$ cat src/rtl/div_issue_ctrl_if.sv
// div_issue_ctrl_if: EX-stage request and shared-divider signals of div_issue_ctrl
interface div_issue_ctrl_if #(parameter int DATA_W = 32);
  logic              req_valid;
  logic [1:0]        req_op;
  logic [DATA_W-1:0] req_src1;
  logic [DATA_W-1:0] req_src2;
  logic              out_allowin;
  logic              flush;
  logic              req_ready;
  logic [DATA_W-1:0] res;
  logic              busy;
  logic              div_en;
  logic              div_signed;
  logic [DATA_W-1:0] div_dividend;
  logic [DATA_W-1:0] div_divisor;
  logic              div_clear;
  logic [DATA_W-1:0] div_quotient;
  logic [DATA_W-1:0] div_remainder;
  logic              div_complete;
  modport master (
    output req_valid, req_op, req_src1, req_src2, out_allowin, flush,
           div_quotient, div_remainder, div_complete,
    input  req_ready, res, busy, div_en, div_signed, div_dividend, div_divisor, div_clear
  );
  modport slave (
    input  req_valid, req_op, req_src1, req_src2, out_allowin, flush,
           div_quotient, div_remainder, div_complete,
    output req_ready, res, busy, div_en, div_signed, div_dividend, div_divisor, div_clear
  );
endinterface

$ cat src/rtl/div_issue_ctrl.sv
// div_issue_ctrl: sequences DIV/DIVU/MOD/MODU onto a shared divider, short-circuiting
// divide-by-zero, signed overflow and repeats of the last operand pair.
module div_issue_ctrl #(
  parameter int DATA_W   = 32,
  parameter int CACHE_EN = 1
) (
  input logic             clk,
  input logic             reset,
  div_issue_ctrl_if.slave bus
);
  typedef enum logic [1:0] {IDLE, RUN, DONE} state_t;
  localparam logic [DATA_W-1:0] MIN = {1'b1, {(DATA_W-1){1'b0}}};
  state_t state, nxt;
  logic [1:0]        op;
  logic [DATA_W-1:0] a, b, q, r, c_a, c_b, c_q, c_r;
  logic              c_signed, c_valid, clr;
  logic              sgn, zero, ovf, hit, take;
  always_comb begin
    sgn  = ~bus.req_op[0];
    zero = bus.req_src2 == '0;
    ovf  = sgn && bus.req_src1 == MIN && &bus.req_src2;
    hit  = CACHE_EN != 0 && c_valid && bus.req_src1 == c_a && bus.req_src2 == c_b && sgn == c_signed;
    take = state == IDLE && bus.req_valid && !bus.flush;
  end
  always_ff @(posedge clk or posedge reset)
    if (reset) state <= IDLE;
    else state <= nxt;
  always_comb
    nxt = bus.flush ? IDLE :
          state == IDLE ? (bus.req_valid ? ((zero || ovf || hit) ? DONE : RUN) : IDLE) :
          state == RUN  ? (bus.div_complete ? DONE : RUN) :
                          (bus.out_allowin ? IDLE : DONE);
  // Special-case and cache-hit results are preloaded into q/r at acceptance; a RUN overwrites them.
  always_ff @(posedge clk or posedge reset)
    if (reset) begin
      op       <= '0;
      a        <= '0;
      b        <= '0;
      q        <= '0;
      r        <= '0;
      c_a      <= '0;
      c_b      <= '0;
      c_q      <= '0;
      c_r      <= '0;
      c_signed <= 1'b0;
      c_valid  <= 1'b0;
      clr      <= 1'b0;
    end else begin
      clr <= state == RUN && bus.flush;
      if (take) begin
        op <= bus.req_op;
        a  <= bus.req_src1;
        b  <= bus.req_src2;
        q  <= zero ? '1 : ovf ? MIN : c_q;
        r  <= zero ? bus.req_src1 : ovf ? '0 : c_r;
      end
      if (state == RUN && bus.div_complete && !bus.flush) begin
        q <= bus.div_quotient;
        r <= bus.div_remainder;
        if (CACHE_EN != 0) begin
          c_a      <= a;
          c_b      <= b;
          c_q      <= bus.div_quotient;
          c_r      <= bus.div_remainder;
          c_signed <= ~op[0];
          c_valid  <= 1'b1;
        end
      end
    end
  always_comb begin
    bus.req_ready    = state == DONE;
    bus.busy         = state != IDLE;
    bus.div_en       = state == RUN;
    bus.div_signed   = state == RUN && !op[0];
    bus.res          = state == DONE ? (op[1] ? r : q) : '0;
    bus.div_dividend = a;
    bus.div_divisor  = b;
    bus.div_clear    = clr;
  end
endmodule

$ cat src/flat_wrapper.sv
// flat-port wrapper written by rule: the top's interface ports become plain ports
module div_issue_ctrl_flat 
#(
  parameter int DATA_W   = 32,
  parameter int CACHE_EN = 1
)
  (clk, reset, bus_req_valid, bus_req_op, bus_req_src1, bus_req_src2, bus_out_allowin, bus_flush, bus_div_quotient, bus_div_remainder, bus_div_complete, bus_req_ready, bus_res, bus_busy, bus_div_en, bus_div_signed, bus_div_dividend, bus_div_divisor, bus_div_clear);
  div_issue_ctrl_if #(.DATA_W(DATA_W)) bus_i ();
  input logic clk;
  input logic reset;
  input wire logic [$bits(bus_i.req_valid)-1:0] bus_req_valid;
  input wire logic [$bits(bus_i.req_op)-1:0] bus_req_op;
  input wire logic [$bits(bus_i.req_src1)-1:0] bus_req_src1;
  input wire logic [$bits(bus_i.req_src2)-1:0] bus_req_src2;
  input wire logic [$bits(bus_i.out_allowin)-1:0] bus_out_allowin;
  input wire logic [$bits(bus_i.flush)-1:0] bus_flush;
  input wire logic [$bits(bus_i.div_quotient)-1:0] bus_div_quotient;
  input wire logic [$bits(bus_i.div_remainder)-1:0] bus_div_remainder;
  input wire logic [$bits(bus_i.div_complete)-1:0] bus_div_complete;
  output wire logic [$bits(bus_i.req_ready)-1:0] bus_req_ready;
  output wire logic [$bits(bus_i.res)-1:0] bus_res;
  output wire logic [$bits(bus_i.busy)-1:0] bus_busy;
  output wire logic [$bits(bus_i.div_en)-1:0] bus_div_en;
  output wire logic [$bits(bus_i.div_signed)-1:0] bus_div_signed;
  output wire logic [$bits(bus_i.div_dividend)-1:0] bus_div_dividend;
  output wire logic [$bits(bus_i.div_divisor)-1:0] bus_div_divisor;
  output wire logic [$bits(bus_i.div_clear)-1:0] bus_div_clear;
  assign bus_i.req_valid = bus_req_valid;
  assign bus_i.req_op = bus_req_op;
  assign bus_i.req_src1 = bus_req_src1;
  assign bus_i.req_src2 = bus_req_src2;
  assign bus_i.out_allowin = bus_out_allowin;
  assign bus_i.flush = bus_flush;
  assign bus_i.div_quotient = bus_div_quotient;
  assign bus_i.div_remainder = bus_div_remainder;
  assign bus_i.div_complete = bus_div_complete;
  assign bus_req_ready = bus_i.req_ready;
  assign bus_res = bus_i.res;
  assign bus_busy = bus_i.busy;
  assign bus_div_en = bus_i.div_en;
  assign bus_div_signed = bus_i.div_signed;
  assign bus_div_dividend = bus_i.div_dividend;
  assign bus_div_divisor = bus_i.div_divisor;
  assign bus_div_clear = bus_i.div_clear;
  div_issue_ctrl #(.DATA_W(DATA_W), .CACHE_EN(CACHE_EN)) u_core (.clk(clk), .reset(reset), .bus(bus_i));
endmodule
$ cat config.mk
export PLATFORM = sky130hd
export DESIGN_NAME = div_issue_ctrl_flat
export DESIGN_NICKNAME = d
export VERILOG_FILES = /design/src/rtl/div_issue_ctrl_if.sv /design/src/rtl/div_issue_ctrl.sv /design/src/flat_wrapper.sv
export SDC_FILE = /design/constraint.sdc
export NUM_CORES = 1
export LEC_CHECK = 0
export BUFFER_PORTS_ARGS = -buffer_cell sky130_fd_sc_hd__buf_4
export CORE_AREA = 10 10 197 199
export CTS_CLUSTER_SIZE = 28
export DETAILED_ROUTE_END_ITERATION = 8
export DIE_AREA = 0 0 207 209
export HOLD_SLACK_MARGIN = 0.03
export MAX_ROUTING_LAYER = met4
export PLACE_DENSITY = 0.56
export SETUP_SLACK_MARGIN = 0.1
export SKIP_LAST_GASP = 1
export SLEW_MARGIN = 20
export SYNTH_ARGS = -nofsm -noshare
export SYNTH_HDL_FRONTEND = slang
export SYNTH_SLANG_ARGS = --single-unit
$ cat constraint.sdc
create_clock -name clk -period 8 [get_ports clk]
set_clock_uncertainty 0.15 [all_clocks]
set_input_delay 0.8 -clock clk [delete_from_list [all_inputs] [get_ports clk]]
set_output_delay 0.8 -clock clk [all_outputs]
set_load 0.02 [all_outputs]
### Word-level counts from Yosys, hierarchy flattened

Cells that the tools add are included.
W data, S select, Z words.

* eq/ne operators: 6
* divide/modulo/power cells: 0
* mux-type cells: 17
* multipliers: 0
* shift operators: 0
* order comparisons: 0
* reduce and logical (&&, ||, !) cells: 20
* bitwise gates (word level): 2
* add/subtract/negate cells: 0

Operators with widths (count)
* $mux W32: 10
* $eq A32 B32 Y1: 2
* $eq A32 B32 Y1 const B: 1
* $logic_not A32 Y1: 1
* $reduce_and A32 Y1: 1
* $mux W2: 7
* $logic_and A1 B1 Y1: 11
* $reduce_bool A2 Y1: 2
* $eq A2 B1 Y1 const B: 1
* $eq A2 B2 Y1 const B: 1
* $logic_not A1 Y1: 2
* $logic_not A2 Y1: 1
* $logic_or A1 B1 Y1: 2
* $not A1 Y1: 2
* $eq A1 B1 Y1: 1

* output and inout bits: 101
* memory bits (writable): 0
* flip-flop bits (word level): 263
* bits in read-only memories: 0
* latch bits: 0
* memories kept: 0
* bits of input ports: 136
* logic and storage cells: 58

### Longest topological paths before layout

* depth after elaboration: 9
* gate-level depth with buffers: 8
* depth with buffers taken out: 6

### Worst setup path before layout

Ideal clock, no wire load.

* kind: input -> register
* start point: in bus_req_src2[1]
* end point: reg u_core.state[0]
* setup slack: 5.557 ns
* library setup time: 0.142 ns
* required time: 7.708 ns
* buffers on the path: 0
* stages: 6
* data arrival time: 2.151 ns
* path through: inv_2 > a2111o_1 > a2111oi_2 > nand4_1 > o41ai_2 > o32ai_1

* longest elaborated chain between the ends: 8
* elaborated cells between the ends (all ways): 12
* those cells by class: eq/ne: 1; mux: 4; reduce/logical: 7

Ends and longest elaborated chain
* from (decl): RTL line flat_wrapper.sv:14 `input wire logic [$bits(bus_i.req_src2)-1:0] bus_req_src2;`
* $eq A32 B32 Y1 / $reduce_and A32 Y1 (equally long branches): RTL line div_issue_ctrl.sv:22, div_issue_ctrl.sv:21
* $logic_and A1 B1 Y1 (on tied branches): RTL line div_issue_ctrl.sv:22, div_issue_ctrl.sv:21
* $logic_and A1 B1 Y1 / $logic_or A1 B1 Y1 (equally long branches): RTL line div_issue_ctrl.sv:22, div_issue_ctrl.sv:30
* $logic_or A1 B1 Y1 (*): RTL line div_issue_ctrl.sv:30 `state == IDLE ? (bus.req_valid ? ((zero || ovf || hit) ? DONE : RUN) : IDLE) :`
* $mux W2 (*) (3 in a row): RTL line div_issue_ctrl.sv:30
* $mux W2 (*): RTL line div_issue_ctrl.sv:29 `nxt = bus.flush ? IDLE :`
* named net u_core.nxt[0]: RTL line div_issue_ctrl.sv:13 `state_t state, nxt;`
* to (signal assigned): RTL line div_issue_ctrl.sv:27 `else state <= nxt;`
* to (decl): RTL line div_issue_ctrl.sv:13

Mark *: on every way through the listed nets, which the timed path passes. The rest lies on a longest branch.
A chain may end at the register's enable or synchronous reset.

### Worst setup path in the final report

* start point: reg u_core.state[1]
* end point: reg u_core.r[28]

* longest elaborated chain between the ends: 4
* elaborated cells between the ends (all ways): 8
* those cells by class: eq/ne: 1; mux: 1; reduce/logical: 6

Ends and longest elaborated chain
* $eq A2 B1 Y1 / $logic_not A2 Y1 (equally long branches): RTL line div_issue_ctrl.sv:57, div_issue_ctrl.sv:23
* $logic_and A1 B1 Y1 (on tied branches) (2 in a row): RTL line div_issue_ctrl.sv:57, div_issue_ctrl.sv:23
* $mux W32 / $reduce_bool A2 Y1 (equally long branches)
* to (signal assigned): RTL line div_issue_ctrl.sv:55 `r <= zero ? bus.req_src1 : ovf ? '0 : c_r;`
* to (signal assigned): RTL line div_issue_ctrl.sv:59 `r <= bus.div_remainder;`
* to (decl): RTL line div_issue_ctrl.sv:15 `logic [DATA_W-1:0] a, b, q, r, c_a, c_b, c_q, c_r;`

Parallel ways exist; a longest one is shown, timed or not.

==> metrics.md <==
| Metric | Value |
|---|---|
| Yosys warnings | `0` |
| HP Class | `in2async` |
| Mapped Cells | `1402` |
| Post-CTS Setup Bufs | `0` |
| Final ANT Viol Nets | `0` |
| Peak VDD IR | `168 µV` |
| H-tree levels | `1` |
| Commonest non-fill, non-tap cells in the layout | `569 x nand2_1, 262 x dfrtp_1, 245 x buf_4, 99 x nor2_1, 65 x nand3_1` |
| RR Startpoint | `u_core.state[1]` |
| Crit start category | `flop` |
| Sequential Power Share | `45.0%` |
| Root Driver | `clkbuf_16` |
| Register Area | `0.00658 mm²` |
| Vias in the first global route | `10400` |
| Initial DRT Pass Iterations | `5` |
| Fill cells | `3556` |
| Buffers on Ports | `236` |
| Final Max Slew Viols | `0` |
| Final net count | `1735` |
| Crit path max fanout | `99` |
| Post-synth EDFFs | `0` |
| Crit Path Category | `reg2reg` |
| Io pins | `237` |
| Post-synth top flop | `dfrtp_1` |
| Clock sinks | `263` |
| Crit end category | `flop` |
| Leak pwr | `7.68 nW` |
| Die Y-Extent | `209 µm` |
| Final setup fails | `0` |
| Switching power | `1.45 mW` |
| Clock latency on the worst-skew pair | `0.55 ns` |
| Cell internal pwr | `2.97 mW` |
| # DRC | `0` |
| Area Growth Syn to Fin | `26.6%` |
| First-pass GRT wire length | `63.8 mm` |
| Post_cts resized | `0` |
| GRT Overall Usage | `18.9%` |
| CP arrival | `3.75 ns` |
| Flop2flop setup slack | `4.58 ns` |
| Ys async rst share | `100%` |
| Fin crit share | `42.8%` |
| CP Launch Point | `u_core.state[1]` |
| Distinct cells, synth | `45` |
| Routed Wire Length | `41.4 mm` |
| Vias/cell | `4.93` |
| Largest net degree at the start of global routing | `161` |
| Worst slew margin | `28.1%` |
| Routed length per instance | `19.8 µm` |
| Max-cap violations | `0` |
| Synthesized cell area | `0.0120 mm²` |
| #FFs+latches synth | `263` |
| Post-Syn Nets | `1538` |
| Initial Util | `34.2%` |
| Reg clk slew, reported paths | `0.06 ns` |
| Initial DRC count | `570` |
| Most common cell after layout, fill and taps aside | `nand2_1` |
| Placer congestion estimate | `0.856` |
| Worst r2r path cells | `7` |
| Hold Fails Final Rpt | `0` |
| Deepest clock path buffer count | `3` |
| Crit Reg-Reg Endpoint | `u_core.r[28]` |
| Pwr dens | `291 mW/mm²` |
| CP required | `8.33 ns` |
| Initial antenna violation count | `1` |
| Share of layout cells above drive strength 1 | `19.3%` |
| Fraction of the yosys area taken by sequential cells | `54.8%` |
| Worst hold margin | `0.194 ns` |
| Minimum clock period | `3.42 ns` |
| Rows | `69` |
| TritonCTS Buffers | `30` |
| Worst-Margin Slew | `1.08 ns` |
| Status | `finished clean` |
| Core region area | `0.0351 mm²` |
| Combinational share of power | `23.9%` |
| Post-Syn Area per Cell | `8.56 µm²` |
| GRT Residual Overflow | `0` |
| Die W | `207 µm` |
| Setup TNS | `0 ns` |
| Fmax | `292 MHz` |
| Multi-input combinational cell area | `0.00507 mm²` |
| Unrepaired setup endpoints after global routing | `false` |
| Clock power frac | `31.0%` |
| Switching portion of total power | `32.7%` |
| Hold_buf cts | `0` |
| Via count | `10300` |
| CTS tree | `built` |
| Worst setup endpoint | `u_core.r[28]` |
| Overall Power | `4.42 mW` |
| Die area | `0.0433 mm²` |
| Detailed Place HPWL | `28.9 mm` |
==> state kept, by name (all words and copies together) (netlist names) <==
| signal | count |
|---|---|
| u_core.bus.div_clear | 1 |
| u_core.c_a | 32 |
| u_core.bus.div_dividend | 32 |
| u_core.c_q | 32 |
| u_core.c_b | 32 |
| u_core.r | 32 |
| u_core.bus.div_divisor | 32 |
| u_core.op | 2 |
| u_core.c_signed | 1 |
| u_core.state | 2 |
| u_core.c_r | 32 |
| u_core.c_valid | 1 |
| u_core.q | 32 |
==> worst min-delay path by stage <==
| stage | slack, ns | end | cells past startpoint | from |
|---|---|---|---|---|
| after floorplan | 0.28 | u_core.c_valid | 1 | u_core.c_valid |
| after global placement | 0.30 | u_core.c_q[21] | 2 | u_core.c_q[21] |
| after detailed placement | 0.30 | u_core.c_r[19] | 2 | u_core.c_r[19] |
| after CTS | 0.19 | u_core.bus.div_divisor[21] | 2 | reset |
| after global routing | 0.23 | u_core.bus.div_divisor[21] | 2 | reset |
| final | 0.19 | u_core.bus.div_divisor[21] | 2 | reset |
==> synthesized netlist by cell type (2+ instances only) <==
cell type / number / area (µm²)
nand4_1: 18 / 113
nor3_1: 5 / 25.0
nor2_1: 100 / 375
o21bai_1: 31 / 233
xor2_1: 26 / 228
buf_1: 10 / 37.5
nand2_1: 571 / 2140
o22ai_1: 3 / 18.8
xnor2_1: 27 / 236
nand2b_1: 5 / 31.3
a21oi_1: 65 / 325
nor2b_1: 8 / 50.1
o21ai_0: 9 / 45.0
a211oi_1: 2 / 15.0
o221ai_1: 2 / 17.5
a31oi_1: 31 / 194
and2_1: 2 / 12.5
buf_2: 16 / 80.1
dfrtp_1: 263 / 6580
inv_1: 11 / 41.3
clkbuf_1: 58 / 218
nand3_1: 65 / 325
nor4_1: 20 / 125
mux2i_1: 32 / 320
a2111o_1: 2 / 22.5
==> stage by stage <==
step	cells	worst slack (ns)	instance area [µm²]	utilization, %
CTS	2084	4.60	15200	43.3
global placement	2027	4.40	14200	40.4
floorplan	1402	3.58	12000	-
finish	2085	4.58	15200	43.3
detailed placement	2028	4.32	14200	40.5
global route	2085	4.30	15200	43.3
==> worst max-delay path: stages, from the launching register on <==
cell and delay (ns):
dfrtp_1 0.41, nand2b_1 0.21, nor2_1 0.11, nand2_4 0.28, buf_4 0.78, buf_4 0.93, nand3_1 0.20, a21oi_1 0.19
==> power groups by stage <==
stage	clock (mW)	combinational, mW	sequential (mW)
6_report	1.37	1.06	1.99
5_1_grt	1.46	1.19	2.04
4_1_cts	1.40	1.08	1.99
3_5_place_dp	0	1.07	2.01
3_3_place_gp	0	1.05	2.00
2_1_floorplan	0	0.610	2.00
==> layout make-up <==
class / instances / area share [%]
Multi-Input combinational cell: 1043 / 33.4
Sequential cell: 263 / 43.3
Timing Repair Buffer: 249 / 12.6
Tap cell: 461 / 3.80
Clock buffer: 45 / 5.98
Inverter: 12 / 0.321
Antenna cell: 1 / 0.0165
Clock inverter: 11 / 0.552
==> kinds of logic after synthesis <==
group                  Yosys count  share of synthesized area (%)
AO/OA/AOI/OAI                  153                           7.91
XOR/XNOR                        53                           3.87
buffers and inverters           96                           3.17
flip-flops                     263                           54.8
multiplexers                    32                           2.67
AND/OR/NAND/NOR                805                           27.5
==> routing by layer <==
metal  up-vias  part of all wire (%)  track usage [%]
met4         0                   2.5             4.63
met2       299                    47             29.4
met5         -                     0                -
met1      4954                    46             25.2
met3        52                   5.1             3.33
li1       4970                     -                -
Power figures use the tool's default switching activity.
